### src/rtl/pc_pkg.sv
// Shared definitions for the fetch-stage program-counter generator.
package pc_pkg;

  typedef enum logic [1:0] {
    BOOT = 2'd0,
    RUN  = 2'd1,
    HALT = 2'd2
  } pc_state_t;

  localparam int unsigned PC_INC           = 4;
  localparam int unsigned INSTR_ALIGN_BITS = 2;

endpackage

### src/rtl/pc_gen.sv
// RV32 fetch program-counter generator: step, redirect, halt/resume.
// Optional PC_MISALIGN_TRAP_EN sends misaligned redirects to TRAP_VEC with a one-cycle trap_pulse.
module pc_gen
  import pc_pkg::*;
#(
  parameter int unsigned     XLEN      = 32,
  parameter logic [XLEN-1:0] RESET_VEC = '0,
  parameter logic [XLEN-1:0] TRAP_VEC  = XLEN'('h100)
) (
  input  logic            clk,
  input  logic            rst,
  input  logic            redirect_valid,
  input  logic [XLEN-1:0] redirect_pc,
  input  logic            halt_req,
  input  logic            resume,
  input  logic            fetch_ready,
  output logic            fetch_valid,
  output logic [XLEN-1:0] pc,
  output logic            halted,
  output logic            trap_pulse
);

  localparam logic [XLEN-1:0] AlignMask = ~XLEN'((1 << INSTR_ALIGN_BITS) - 1);

  pc_state_t       state;
  logic            handshake;
  logic            redirect_take;
  logic [XLEN-1:0] pc_next;
  logic            trap_next;

  // Next-pc mux: redirect beats increment; redirects are dropped while booting.
  always_comb begin
    handshake     = fetch_valid & fetch_ready;
    redirect_take = redirect_valid && (state != BOOT);
    pc_next       = pc;
    trap_next     = 1'b0;
    if (redirect_take) begin
`ifdef PC_MISALIGN_TRAP_EN
      if ((redirect_pc & ~AlignMask) != '0) begin
        pc_next   = TRAP_VEC;
        trap_next = 1'b1;
      end else begin
        pc_next = redirect_pc;
      end
`else
      pc_next = redirect_pc & AlignMask;
`endif
    end else if (handshake) begin
      pc_next = pc + XLEN'(PC_INC);
    end
  end

  always_ff @(posedge clk) begin
    if (rst) begin
      state       <= BOOT;
      pc          <= RESET_VEC;
      fetch_valid <= 1'b0;
      halted      <= 1'b0;
      trap_pulse  <= 1'b0;
    end else begin
      pc         <= pc_next;
      trap_pulse <= trap_next;
      unique case (state)
        BOOT: begin
          state       <= RUN;
          fetch_valid <= 1'b1;
        end
        RUN: begin
          // Halt only once the outstanding address has been accepted.
          if (halt_req && handshake) begin
            state       <= HALT;
            fetch_valid <= 1'b0;
            halted      <= 1'b1;
          end
        end
        HALT: begin
          if (resume && !halt_req) begin
            state       <= RUN;
            fetch_valid <= 1'b1;
            halted      <= 1'b0;
          end
        end
        default: begin
          state       <= BOOT;
          fetch_valid <= 1'b0;
          halted      <= 1'b0;
        end
      endcase
    end
  end

endmodule

### config.mk
export PLATFORM = sky130hd
export DESIGN_NAME = pc_gen
export DESIGN_NICKNAME = d
export VERILOG_FILES = /design/src/rtl/pc_pkg.sv /design/src/rtl/pc_gen.sv
export SDC_FILE = /design/constraint.sdc
export NUM_CORES = 1
export LEC_CHECK = 0
export CAP_MARGIN = 15
export CORE_ASPECT_RATIO = 2
export CORE_MARGIN = 4
export CORE_UTILIZATION = 41
export DETAILED_ROUTE_END_ITERATION = 10
export GPL_TIMING_DRIVEN = 0
export PLACE_DENSITY = 0.75
export SYNTH_ARGS = -nofsm -noshare
export SYNTH_HDL_FRONTEND = slang
export SYNTH_SLANG_ARGS = --single-unit
### constraint.sdc
create_clock -name clk -period 2.7 [get_ports clk]
set_input_delay 0.27 -clock clk [delete_from_list [all_inputs] [get_ports clk]]
set_output_delay 0.27 -clock clk [all_outputs]
set_load 0.01 [all_outputs]
==> impl_metrics.tcl <==
set metrics [dict create \
    place_inst 378 \
    stdcell_count 385 \
    leakagePower_uw 0.0008432 \
    num_rows 35 \
    max_slew_margin 0.6343 \
    worstReg2RegEnd "pc[20]" \
    numPortBuffers 66 \
    hold_class "in2reg" \
    grt_max_degree 11 \
    slew_violations 0 \
    final_hold_viol_count 0 \
    antenna_found_initial 0 \
    r2r_cells 6 \
    rsz0062_at_grt "no" \
    post_drt_wl_per_cell_um 17.84 \
    path_depth 6 \
    worst_pin_slew_ns 0.5486 \
    synth.distinct_cells 42 \
    start_kind "flip-flop" \
    cts_hold_buffers 0 \
    synth_edf_count 0 \
    worst_path_max_delay_cell "or4_4" \
    cpPeakStageDelay_ns 0.58 \
    synth-compound-area-share 0.2363 \
    num_vias 2368 \
    num_io_pins 73 \
    drcViolationCount 0 \
    vias_per_cell 6.151 \
    drt-pass1-iter-count 4 \
    die_height_um 106.8 \
    grt_pass1_vias 2330 \
    vdd_drop_max_mv 0.2921 \
    required_ns 2.89 \
    finalCritPeriodShare 0.9223 \
    clock_latency_ns 0.28 \
    period_minus_slack_ns 2.490 \
    syn-instance-count 255 \
    ys_ff_latch 33 \
    power.density_nw_per_um2 454.1 \
    ys_warn_count 0 \
    ys_seq_area_frac 0.3300 \
    grt_use_total 0.2223 \
    grt_pass1_wl_mm 10.77 \
    place_ws_ns 0.07957 \
    synthAdderAreaFrac 0.006250 \
    hold_end "state[1]" \
    setup_viol 0 \
    gp_congestion 0.9374 \
    cp_top_family "simple AND/OR/NAND/NOR gates" \
    wirelength_mm 6.870 \
    start_util 0.4272 \
    crit_buf_inv 1 \
    min-delay-start "fetch_ready" \
    synth_xor_area_frac 0.02625 \
    core-area_um2 4686 \
    finClkSkew_ns 0.008480 \
    path_clk_slew_ns 0.07 \
    antenna_cells 0 \
    synth_flop_cell "dfxtp_1" \
    antenna_left 0 \
    layout.nets 369 \
    arrival_ns 2.68 \
    synth_top_family_by_area "simple AND/OR/NAND/NOR gates" \
    syn_area_um2 2002 \
    h-tree-depth 2 \
    total_power_uw 1285 \
    status "complete, no violations" \
    final_layout_size_suffix_gt1_frac 0.05455 \
    end_kind "flip-flop" \
    syn2layout_area_growth_pct 41.37 \
    async_flop_share 0 \
    yosys.area_share.simple 0.3469 \
    avgSynthCellArea_um2 7.851 \
    rr_startpoint "pc[2]" \
    drtIter0Drc 77 \
    setup_tns_ns 0 \
    clockBufferDepth 2 \
    rrSetupSlack_ns 0.21 \
    cts-root-buf "clkbuf_8" \
    cts_sinks 33 \
    worstSetupPathType "reg2reg" \
    fin_ws_ns 0.2097 \
    fmax_ghz 0.4016 \
    hold_depth 3 \
    cts_buffers 5 \
    dpl.hpwl_mm 5.149 \
    cp_max_fo 10 \
    cts_tree "yes" \
    overflow 0 \
    synthMuxAreaShare 0 \
    maxCapViolCount 0 \
    cp_cell_sequence "ha_1 -> nand3_1 -> or4_4 -> clkbuf_2 -> or3_1 -> a311oi_1" \
    die_x_um 57.41 \
    die-area_um2 6133 \
]
-- Yosys cell counts, types with 2 or more instances --
cell,count,area [µm²]
nand4_1,11,68.82
buf_4,4,30.03
or2_2,3,18.77
nor4_1,5,31.28
a211oi_1,6,45.04
nand3_1,14,70.07
o211ai_1,9,67.56
nand2b_1,2,12.51
a31oi_1,10,62.56
a311oi_1,10,87.58
a21oi_1,10,50.05
or3_1,12,75.07
o21ai_0,6,30.03
nor2_1,22,82.58
xnor2_1,3,26.28
xor2_1,3,26.28
o31ai_1,7,52.55
nor3_1,2,10.01
nand4b_1,2,17.52
and4_1,2,17.52
o311ai_0,4,35.03
nor2b_1,6,37.54
dfxtp_1,33,660.6
clkbuf_1,15,56.30
or4_1,14,105.1
nand2_1,22,82.58
nor3b_1,3,22.52
-- power breakdown --
group / switching [µW] / internal, µW / total [µW]
sequential: 71.0 / 530 / 601
combinational: 129 / 169 / 299
clock: 183 / 202 / 386
-- layer usage --
metal,GRT usage,up-vias,wire length (µm)
met5,0,-,0
met4,0.1260,0,284
met3,0.03012,22,367
met2,0.3989,108,3676
met1,0.2392,1098,2541
li1,-,1140,-
-- placed cells by master (no fill, tap or decap), types with 9 or more instances in the layout --
| cell type | n |
|---|---|
| clkbuf_1 | 15 |
| or3_1 | 12 |
| or4_1 | 13 |
| nor2_1 | 22 |
| nand4_1 | 11 |
| clkdlybuf4s50_1 | 66 |
| a31oi_1 | 10 |
| a21oi_1 | 10 |
| a311oi_1 | 10 |
| nand2_1 | 22 |
| nand3_1 | 14 |
| o211ai_1 | 9 |
| dfxtp_1 | 33 |
-- stage by stage --
stage          hold WS, ns    util  area (µm²)
6_report            0.3247  0.6040        2830
5_1_grt             0.3480  0.6040        2830
4_1_cts             0.3234  0.6029        2825
3_5_place_dp        0.5164  0.5845        2739
3_3_place_gp        0.5094  0.5845        2739
2_1_floorplan       0.4060       -        2009
-- layout make-up --
cell class | instances | area (µm²)
clock buffers | 7 | 86.33
multi-input cells | 202 | 1247
inverters | 1 | 3.754
repair buffers | 66 | 660.6
well taps | 55 | 68.82
fillers | 445 | 1856
flip-flops and latches | 33 | 660.6
plain buffers | 21 | 102.6
-- worst register-to-register path, stage by stage, from the launching register on --
cell	delay, ns
dfxtp_1	0.47
ha_1	0.27
nand3_1	0.19
or4_4	0.58
clkbuf_2	0.24
or3_1	0.39
a311oi_1	0.26
-- worst max path at each step --
stage	endpoint	slack (ns)	start
finish	pc[20]	0.21	pc[2]
floorplan	pc[20]	0.51	pc[2]
CTS	pc[20]	0.06	pc[2]
detailed placement	pc[20]	0.08	pc[2]
global route	pc[20]	0.08	pc[2]
global placement	pc[20]	0.16	pc[2]
-- flip-flops by register name, summed over array words and instances, names as in the netlist --
register / cells
pc: 30
halted: 1
state: 2
-- cells by family after synthesis --
group | after synthesis
AOI/OAI and AO/OA | 67
and+or+nand+nor | 125
other | 1
DFF | 33
buffers and inverters | 22
xor gates and xnor gates | 6
adders and majority gates | 1
-- repair_timing --
item,CTS,global route
endpoints found under the hold margin,0,0
endpoints found under the setup margin,0,2
setup buffers,0,0
gates resized for setup,0,3
Power figures use the tool's default switching activity.
